## src/rtl/mips_ctrl_pkg.sv

```systemverilog
// Shared MIPS control constants: funct codes, select width and the multiply sequencer states.
package mips_ctrl_pkg;

  localparam int unsigned SelW = 6;

  typedef logic [SelW-1:0] funct_t;

  localparam funct_t FunctAdd   = 6'd32;
  localparam funct_t FunctSub   = 6'd34;
  localparam funct_t FunctAnd   = 6'd36;
  localparam funct_t FunctOr    = 6'd37;
  localparam funct_t FunctSlt   = 6'd42;
  localparam funct_t FunctSrl   = 6'd2;
  localparam funct_t FunctMultu = 6'd25;
  localparam funct_t FunctMfhi  = 6'd16;
  localparam funct_t FunctMflo  = 6'd18;
  localparam funct_t FunctOut   = 6'd63;

  typedef enum logic [1:0] {
    StIdle,
    StLoad,
    StRun,
    StWrite
  } seq_state_e;

endpackage

```

## src/rtl/multu_sequencer_if.sv

```systemverilog
// Decode-stage <-> multiply sequencer handshake bundle.
interface multu_sequencer_if;
  import mips_ctrl_pkg::*;

  logic   op_valid;
  funct_t funct;
  logic   abort;
  logic   mul_load;
  logic   mul_step;
  logic   hilo_we;
  funct_t sel_out;
  logic   busy;
  logic   stall;
  logic   done;

  // Decode side: issues instructions, observes control strobes.
  modport master (
    output op_valid, funct, abort,
    input  mul_load, mul_step, hilo_we, sel_out, busy, stall, done
  );

  // Sequencer side.
  modport slave (
    input  op_valid, funct, abort,
    output mul_load, mul_step, hilo_we, sel_out, busy, stall, done
  );
endinterface

```

## src/rtl/mult_step_counter.sv

```systemverilog
// WIDTH-bound step counter: clear wins over enable, saturates at WIDTH-1.
module mult_step_counter #(
  parameter int unsigned WIDTH = 32
) (
  input  logic clk,
  input  logic rst_n,
  input  logic clr_i,
  input  logic en_i,
  output logic last_o
);
  localparam int unsigned CntW = (WIDTH > 1) ? $clog2(WIDTH) : 1;

  logic [CntW-1:0] cnt_q, cnt_d;

  assign last_o = (cnt_q == CntW'(WIDTH - 1));

  // Next count: clear, else advance until the last step and hold there.
  always_comb begin
    cnt_d = cnt_q;
    if (clr_i) begin
      cnt_d = '0;
    end else if (en_i && !last_o) begin
      cnt_d = cnt_q + 1'b1;
    end
  end

  // Count register.
  always_ff @(posedge clk or negedge rst_n) begin
    if (!rst_n) begin
      cnt_q <= '0;
    end else begin
      cnt_q <= cnt_d;
    end
  end
endmodule

```

## src/rtl/multu_sequencer.sv

```systemverilog
// Sequencing FSM for the shift-add MULTU unit and HI/LO write, with hazard stalls.
module multu_sequencer
  import mips_ctrl_pkg::*;
#(
  parameter int unsigned WIDTH       = 32,
  parameter funct_t      FUNCT_MULTU = FunctMultu,
  parameter funct_t      FUNCT_MFHI  = FunctMfhi,
  parameter funct_t      FUNCT_MFLO  = FunctMflo,
  parameter funct_t      OUT_CODE    = FunctOut
) (
  input logic clk,
  input logic rst_n,
  multu_sequencer_if.slave bus
);

  seq_state_e state_q, state_d;
  logic       last_step;
  logic       cnt_clr;
  logic       cnt_en;
  logic       is_multu;
  logic       is_hilo_op;

  logic   mul_load, mul_step, hilo_we, busy, stall, done;
  funct_t sel_out;

  assign is_multu   = bus.op_valid && (bus.funct == FUNCT_MULTU);
  assign is_hilo_op = bus.op_valid &&
                      ((bus.funct == FUNCT_MULTU) || (bus.funct == FUNCT_MFHI) ||
                       (bus.funct == FUNCT_MFLO));

  // Counter only runs in RUN; any other state or an abort parks it at zero.
  assign cnt_clr = (state_q != StRun) || bus.abort;
  assign cnt_en  = (state_q == StRun);

  mult_step_counter #(
    .WIDTH(WIDTH)
  ) u_step_counter (
    .clk   (clk),
    .rst_n (rst_n),
    .clr_i (cnt_clr),
    .en_i  (cnt_en),
    .last_o(last_step)
  );

  // Next-state logic; abort returns to IDLE from any busy state.
  always_comb begin
    state_d = state_q;
    unique case (state_q)
      StIdle:  if (is_multu && !bus.abort) state_d = StLoad;
      StLoad:  state_d = bus.abort ? StIdle : StRun;
      StRun: begin
        if (bus.abort)      state_d = StIdle;
        else if (last_step) state_d = StWrite;
      end
      StWrite: state_d = StIdle;
    endcase
  end

  // State register.
  always_ff @(posedge clk or negedge rst_n) begin
    if (!rst_n) begin
      state_q <= StIdle;
    end else begin
      state_q <= state_d;
    end
  end

  // Output decode; the IDLE pass-through is gated so reset forces sel_out to zero.
  always_comb begin
    mul_load = 1'b0;
    mul_step = 1'b0;
    hilo_we  = 1'b0;
    done     = 1'b0;
    sel_out  = '0;
    busy     = (state_q != StIdle);
    unique case (state_q)
      StIdle:  sel_out = (rst_n && bus.op_valid) ? bus.funct : '0;
      StLoad: begin
        mul_load = 1'b1;
        sel_out  = FUNCT_MULTU;
      end
      StRun: begin
        mul_step = 1'b1;
        sel_out  = FUNCT_MULTU;
      end
      StWrite: begin
        // An aborted multiply must never reach HI/LO.
        hilo_we = !bus.abort;
        done    = !bus.abort;
        sel_out = OUT_CODE;
      end
    endcase
    stall = busy && is_hilo_op;
  end

  assign bus.mul_load = mul_load;
  assign bus.mul_step = mul_step;
  assign bus.hilo_we  = hilo_we;
  assign bus.done     = done;
  assign bus.busy     = busy;
  assign bus.stall    = stall;
  assign bus.sel_out  = sel_out;

endmodule

```

## src/flat_wrapper.sv

```systemverilog
// flat-port wrapper written by rule: the top's interface ports become plain ports
module multu_sequencer_flat import mips_ctrl_pkg::*;
#(
  parameter int unsigned WIDTH       = 32,
  parameter funct_t      FUNCT_MULTU = FunctMultu,
  parameter funct_t      FUNCT_MFHI  = FunctMfhi,
  parameter funct_t      FUNCT_MFLO  = FunctMflo,
  parameter funct_t      OUT_CODE    = FunctOut
)
  (clk, rst_n, bus_op_valid, bus_funct, bus_abort, bus_mul_load, bus_mul_step, bus_hilo_we, bus_sel_out, bus_busy, bus_stall, bus_done);
  multu_sequencer_if bus_i ();
  input logic clk;
  input logic rst_n;
  input wire logic [$bits(bus_i.op_valid)-1:0] bus_op_valid;
  input wire logic [$bits(bus_i.funct)-1:0] bus_funct;
  input wire logic [$bits(bus_i.abort)-1:0] bus_abort;
  output wire logic [$bits(bus_i.mul_load)-1:0] bus_mul_load;
  output wire logic [$bits(bus_i.mul_step)-1:0] bus_mul_step;
  output wire logic [$bits(bus_i.hilo_we)-1:0] bus_hilo_we;
  output wire logic [$bits(bus_i.sel_out)-1:0] bus_sel_out;
  output wire logic [$bits(bus_i.busy)-1:0] bus_busy;
  output wire logic [$bits(bus_i.stall)-1:0] bus_stall;
  output wire logic [$bits(bus_i.done)-1:0] bus_done;
  assign bus_i.op_valid = bus_op_valid;
  assign bus_i.funct = bus_funct;
  assign bus_i.abort = bus_abort;
  assign bus_mul_load = bus_i.mul_load;
  assign bus_mul_step = bus_i.mul_step;
  assign bus_hilo_we = bus_i.hilo_we;
  assign bus_sel_out = bus_i.sel_out;
  assign bus_busy = bus_i.busy;
  assign bus_stall = bus_i.stall;
  assign bus_done = bus_i.done;
  multu_sequencer #(.WIDTH(WIDTH), .FUNCT_MULTU(FUNCT_MULTU), .FUNCT_MFHI(FUNCT_MFHI), .FUNCT_MFLO(FUNCT_MFLO), .OUT_CODE(OUT_CODE)) u_core (.clk(clk), .rst_n(rst_n), .bus(bus_i));
endmodule
```

## config.mk

```make
export PLATFORM = sky130hd
export DESIGN_NAME = multu_sequencer_flat
export DESIGN_NICKNAME = d
export VERILOG_FILES = /design/src/rtl/mips_ctrl_pkg.sv /design/src/rtl/multu_sequencer_if.sv /design/src/rtl/mult_step_counter.sv /design/src/rtl/multu_sequencer.sv /design/src/flat_wrapper.sv
export SDC_FILE = /design/constraint.sdc
export NUM_CORES = 1
export LEC_CHECK = 0
export CAP_MARGIN = 10
export CORE_MARGIN = 2
export CORE_UTILIZATION = 35
export DETAILED_ROUTE_END_ITERATION = 10
export GPL_TIMING_DRIVEN = 1
export HOLD_SLACK_MARGIN = 0.06
export PLACE_DENSITY = 0.77
export SLEW_MARGIN = 20
export SYNTH_ARGS = -nofsm -noshare
export SYNTH_HDL_FRONTEND = slang
export SYNTH_SLANG_ARGS = --single-unit
```

## constraint.sdc

```tcl
create_clock -name clk -period 1.64 [get_ports clk]
set_input_delay 0.328 -clock clk [delete_from_list [all_inputs] [get_ports clk]]
set_output_delay 0.328 -clock clk [all_outputs]
set_load 0.1 [all_outputs]
```

### Yosys cells after proc, flatten, opt, wreduce, memory -nomap -nowiden

Index checks and enable logic that the tools add are counted.

* register bits after elaboration: 7
* bits in latches: 0
* bits in writable memories: 0
* ROM bits: 0
* logic and storage cells: 41
* memories kept: 0

* add/subtract/negate cells: 1
* multiply operators: 0
* div/mod/pow operators: 0
* $lt $le $gt $ge: 0
* eq/ne operators: 10
* shift-type cells: 0
* multiplexer cells: 12
* bitwise operators: 0
* reductions and logical operators: 16

Operators with widths (number)
* $eq A6 B5 Y1 const B: 3
* $pmux W6 S3: 1
* $mux W5: 2
* $mux W2: 4
* $pmux W2 S4: 1
* $logic_and A1 B1 Y1: 6
* $mux W6: 1
* $add A5 B1 Y5 const B: 1
* $eq A5 B5 Y1 const B: 1
* $eq A2 B2 Y1 const B: 2
* $reduce_bool A2 Y1: 2
* $logic_or A1 B1 Y1: 3
* $mux W1: 3
* $ne A3 B2 Y1 const B: 1
* $eq A2 B1 Y1 const B: 1
* $logic_not A1 Y1: 2
* $logic_not A2 Y1: 1
* $ne A2 B1 Y1 const B: 1
* $ne A2 B2 Y1 const B: 1
* $reduce_and A2 Y1: 1
* $reduce_or A2 Y1: 1

### Depth between registers and ports, before layout

* word-level depth: 5
* depth in mapped cells: 7
* mapped depth without buffers: 6

### By module

Synthesis repeated with hierarchy kept, for this count alone.

* cell total of the unflattened synthesis: 50
* area total of the unflattened synthesis: 479.2 um2

Modules (own cells, without submodules)
* mult_step_counter: instances 1, cells an instance 23, area each 249.0 um2, seq. area each 125.1 um2
* multu_sequencer: instances 1, cells an instance 27, area each 230.2 um2, seq. area each 50.0 um2

### Least setup slack after synthesis

Ideal clock, no wire load.

* path kind: input-to-output
* start point: input bus_funct[0]
* end point: output bus_stall
* arrival: 2.608 ns
* data required time: 1.312 ns
* path slack: -1.296 ns
* stages: 3
* cells stage by stage: nor2b_1 a21oi_1 nor3_1

* longest elaborated chain between the ends: 5
* elaborated cells on any way between the ends: 7

RTL lines
* start, declared: RTL line flat_wrapper.sv:15 `input wire logic [$bits(bus_i.funct)-1:0] bus_funct;`
* $eq A6 B5 Y1: RTL line multu_sequencer.sv:28 `((bus.funct == FUNCT_MULTU) || (bus.funct == FUNCT_MFHI) ||`
* $logic_or A1 B1 Y1: RTL line multu_sequencer.sv:28
* $logic_or A1 B1 Y1 *: RTL line multu_sequencer.sv:28
* $logic_and A1 B1 Y1 *: RTL line multu_sequencer.sv:27 `assign is_hilo_op = bus.op_valid &&`
* $logic_and A1 B1 Y1 *: RTL line multu_sequencer.sv:93 `stall = busy && is_hilo_op;`
* end, declared: RTL line flat_wrapper.sv:22 `output wire logic [$bits(bus_i.stall)-1:0] bus_stall;`

Every way passes the cells marked *; elsewhere a longest branch is shown, timed or not.

### Final worst setup path

* start point: register u_core.state_q[1]
* end point: output bus_sel_out[2]

* longest elaborated chain between the ends: 3
* elaborated cells on any way between the ends: 6

RTL lines
* start, declared: RTL line multu_sequencer.sv:16 `seq_state_e state_q, state_d;`
* start signal, assigned: RTL line multu_sequencer.sv:62 `state_q <= StIdle;`
* start signal, assigned: RTL line multu_sequencer.sv:64 `state_q <= state_d;`
* $eq A2 B2 Y1 / $eq A2 B1 Y1 (equally long branches): RTL line multu_sequencer.sv:76 `unique case (state_q)`
* $reduce_or A2 Y1 (no line)
* $pmux W6 S3 *: RTL line multu_sequencer.sv:76
* end, declared: RTL line flat_wrapper.sv:20 `output wire logic [$bits(bus_i.sel_out)-1:0] bus_sel_out;`

Marks and branches as above.

==> results.json <==
{
  "skew_ns": 0.00326,
  "clk_latency_ns": 0.25,
  "synth_area_leaders": "dfrtp_1, nand2_1, nor2_1, ha_1, nand4b_4",
  "ir_worst_vdd_v": 0.000387,
  "yosys.cell_types.count": 26,
  "vias": 517,
  "wl_um": 1330,
  "ioPinCount": 22,
  "drt_drc_violations_left": 0,
  "cpPeakStageDelay_ns": 0.45,
  "ys_seq_elements": 7,
  "drtPass1Iterations": 4,
  "power_density_nw_per_um2": 474,
  "final-setup-viol-count": 0,
  "syn_nets": 64,
  "fin_crit_ns": 1.64,
  "grt_max_degree": 7,
  "maxSlewViolCount": 0,
  "crit_chain": "nor2_4 > nand4_1 > nand2_2 > buf_12",
  "initialDrtViolationCount": 15,
  "rows": 13,
  "netlist_instances": 52,
  "fp.dieW_um": 41.5,
  "grt_pass1_vias": 511,
  "htree_levels": 1,
  "p_total_mw": 0.473,
  "ys_warn_count": 0,
  "gp_congestion": 0.807,
  "tightest_slew_ns": 0.245,
  "grt.total_usage": 0.178,
  "finalCritPeriodShare": 1.00,
  "gr-total-overflow": 0,
  "clk_pin_slew_ns": 0.05,
  "tns_ns": 0,
  "rsz0062_at_grt": "yes",
  "nets": 101,
  "critPathArrivalTime_ns": 1.31,
  "timing.slew.headroom": 0.836,
  "grt_first_pass_wirelength_um": 2330,
  "initial_core_util": 0.379,
  "ant_nets": 0,
  "leakage_nw": 0.536,
  "yosysTopAreaCell": "dfrtp_1",
  "placed_cells": 96,
  "synth_area_per_cell_um2": 9.48,
  "diodes": 0,
  "cts_tree": "done",
  "crit_required_ns": 1.31,
  "drive_gt1_frac": 0.477,
  "die_y_um": 41.5,
  "cts_sinks": 7,
  "critPathKind": "register to output pin",
  "start_kind": "register",
  "hpwl_um": 1010,
  "synth_area_um2": 493,
  "worstHoldPathType": "primary input to async pin",
  "cts_root_buffer": "clkbuf_4",
  "crit_path_max_fanout": 5,
  "maxCapViolCount": 0,
  "antenna_found_initial": 0,
  "cts_buffers": 3,
  "postPlaceCellArea_um2": 922,
  "area_growth_pct": 102,
  "status": "completed",
  "routed_via_density": 5.02,
  "yosysSeqAreaShare": 0.355,
  "cts.path.max_buffers": 2,
  "critPathSlowestCell": "dfrtp_2",
  "netlist.area_leader.share": 0.355,
  "final-instance-count-excl-fill": 103,
  "final_hold_viol_count": 0,
  "clock.fmax_mhz": 610,
  "design_area_um2": 997,
  "wl_per_cell_um": 12.9,
  "endpoint_kind": "output pin",
  "die_area_um2": 1720,
  "port_buffers": 21,
  "core_area_um2": 1300
}
## stage by stage
stage,hold WS [ns],util,worst slack (ns)
floorplan,0.0324,-,-0.0722
global placement,0.517,0.709,-0.182
detailed placement,0.534,0.709,-0.206
CTS,0.217,0.757,-0.0164
global route,0.209,0.766,-0.0492
finish,0.221,0.766,0.000302
## kinds of logic after synthesis
family,Yosys count,share of synthesized area
flops,7,0.355
simple gates,32,0.414
fa+ha+maj,2,0.0508
compound gates,3,0.0406
xor+xnor,3,0.0533
buf+inv,3,0.0457
mux,2,0.0406
## final timing paths
check | from | to | slack [ns] | cells after the start
hold / removal | rst_n | u_core.state_q[1]$_DFFE_PN0P_ | 0.22 | 3
setup reg to reg | u_core.u_step_counter.cnt_q[0]$_DFFE_PN0P_ | u_core.u_step_counter.cnt_q[0]$_DFFE_PN0P_ | 0.11 | 6
setup / recovery | u_core.state_q[1]$_DFFE_PN0P_ | bus_sel_out[2] | 0.0003 | 4
max in group asynchronous | rst_n | u_core.u_step_counter.cnt_q[2]$_DFFE_PN0P_ | 1.30 | 3
hold reg to reg | u_core.u_step_counter.cnt_q[3]$_DFFE_PN0P_ | u_core.u_step_counter.cnt_q[3]$_DFFE_PN0P_ | 0.54 | 2
min in group clk | u_core.u_step_counter.cnt_q[3]$_DFFE_PN0P_ | u_core.u_step_counter.cnt_q[3]$_DFFE_PN0P_ | 0.54 | 2
## Yosys cell counts
| master | number |
|---|---|
| a21oi_1 | 1 |
| and2b_1 | 1 |
| and2b_4 | 1 |
| and3_1 | 1 |
| buf_4 | 1 |
| buf_6 | 1 |
| dfrtp_1 | 7 |
| ha_1 | 2 |
| inv_1 | 1 |
| mux2i_1 | 2 |
| nand2_1 | 7 |
| nand2b_4 | 1 |
| nand3_1 | 3 |
| nand3b_1 | 1 |
| nand4_1 | 3 |
| nand4b_1 | 1 |
| nand4b_4 | 1 |
| nand4bb_1 | 1 |
| nor2_1 | 7 |
| nor2_4 | 1 |
| nor2b_1 | 2 |
| nor3_1 | 1 |
| o21ai_1 | 1 |
| o21ba_1 | 1 |
| xnor2_1 | 1 |
| xor2_1 | 2 |
## timing repair
item | in CTS | in global routing
resized for setup | 13 | 3
cloned | 1 | 0
buffers inserted | 1 | 1
endpoints found under the setup margin | 7 | 10
hold buffers | 0 | 0
pin swaps | 4 | 6
## where the power goes
group | internal, mW | leakage [nW] | switching, mW | total (mW)
Clock | 0.0926 | 0.0150 | 0.0596 | 0.152
Combinational | 0.0637 | 0.428 | 0.0831 | 0.147
Sequential | 0.173 | 0.0928 | 0.000471 | 0.174
Total | 0.330 | 0.536 | 0.143 | 0.473
## metal layers
layer,share of wire,global-route usage
met2,0.51,0.288
met3,0.042,0.0609
met1,0.42,0.211
met4,0.026,0.0774
met5,0,0
## critical path: cells and delay by family, from the launching register on
kind          cells  cell delay, ns
flops             1            0.45
simple gates      3            0.42
buf+inv           1            0.18
## area by class of cell
type | instances | area, um2
clock buffers | 4 | 26.3
flip-flops and latches | 7 | 179
inverters | 1 | 3.75
fillers | 90 | 304
well taps | 15 | 18.8
multi-input cells | 43 | 352
repair buffers | 33 | 418
## cell usage in the layout (no fill, tap or decap), types with 2 or more instances in the layout
cell           count
nand4_1            3
dlygate4sd2_1      7
dfrtp_1            4
ha_1               2
mux2i_1            2
nand2_1            4
nand3_1            3
nor2_1             6
nand2_2            3
xor2_1             2
dfrtp_2            3
buf_12            12
buf_4             11
clkbuf_4           3
nor2_4             2
## registers in the layout, indices dropped and copies added, names as in the netlist
register / cells
u_core.state_q: 2
u_core.u_step_counter.cnt_q: 5
(Power assumes the default switching activity.)
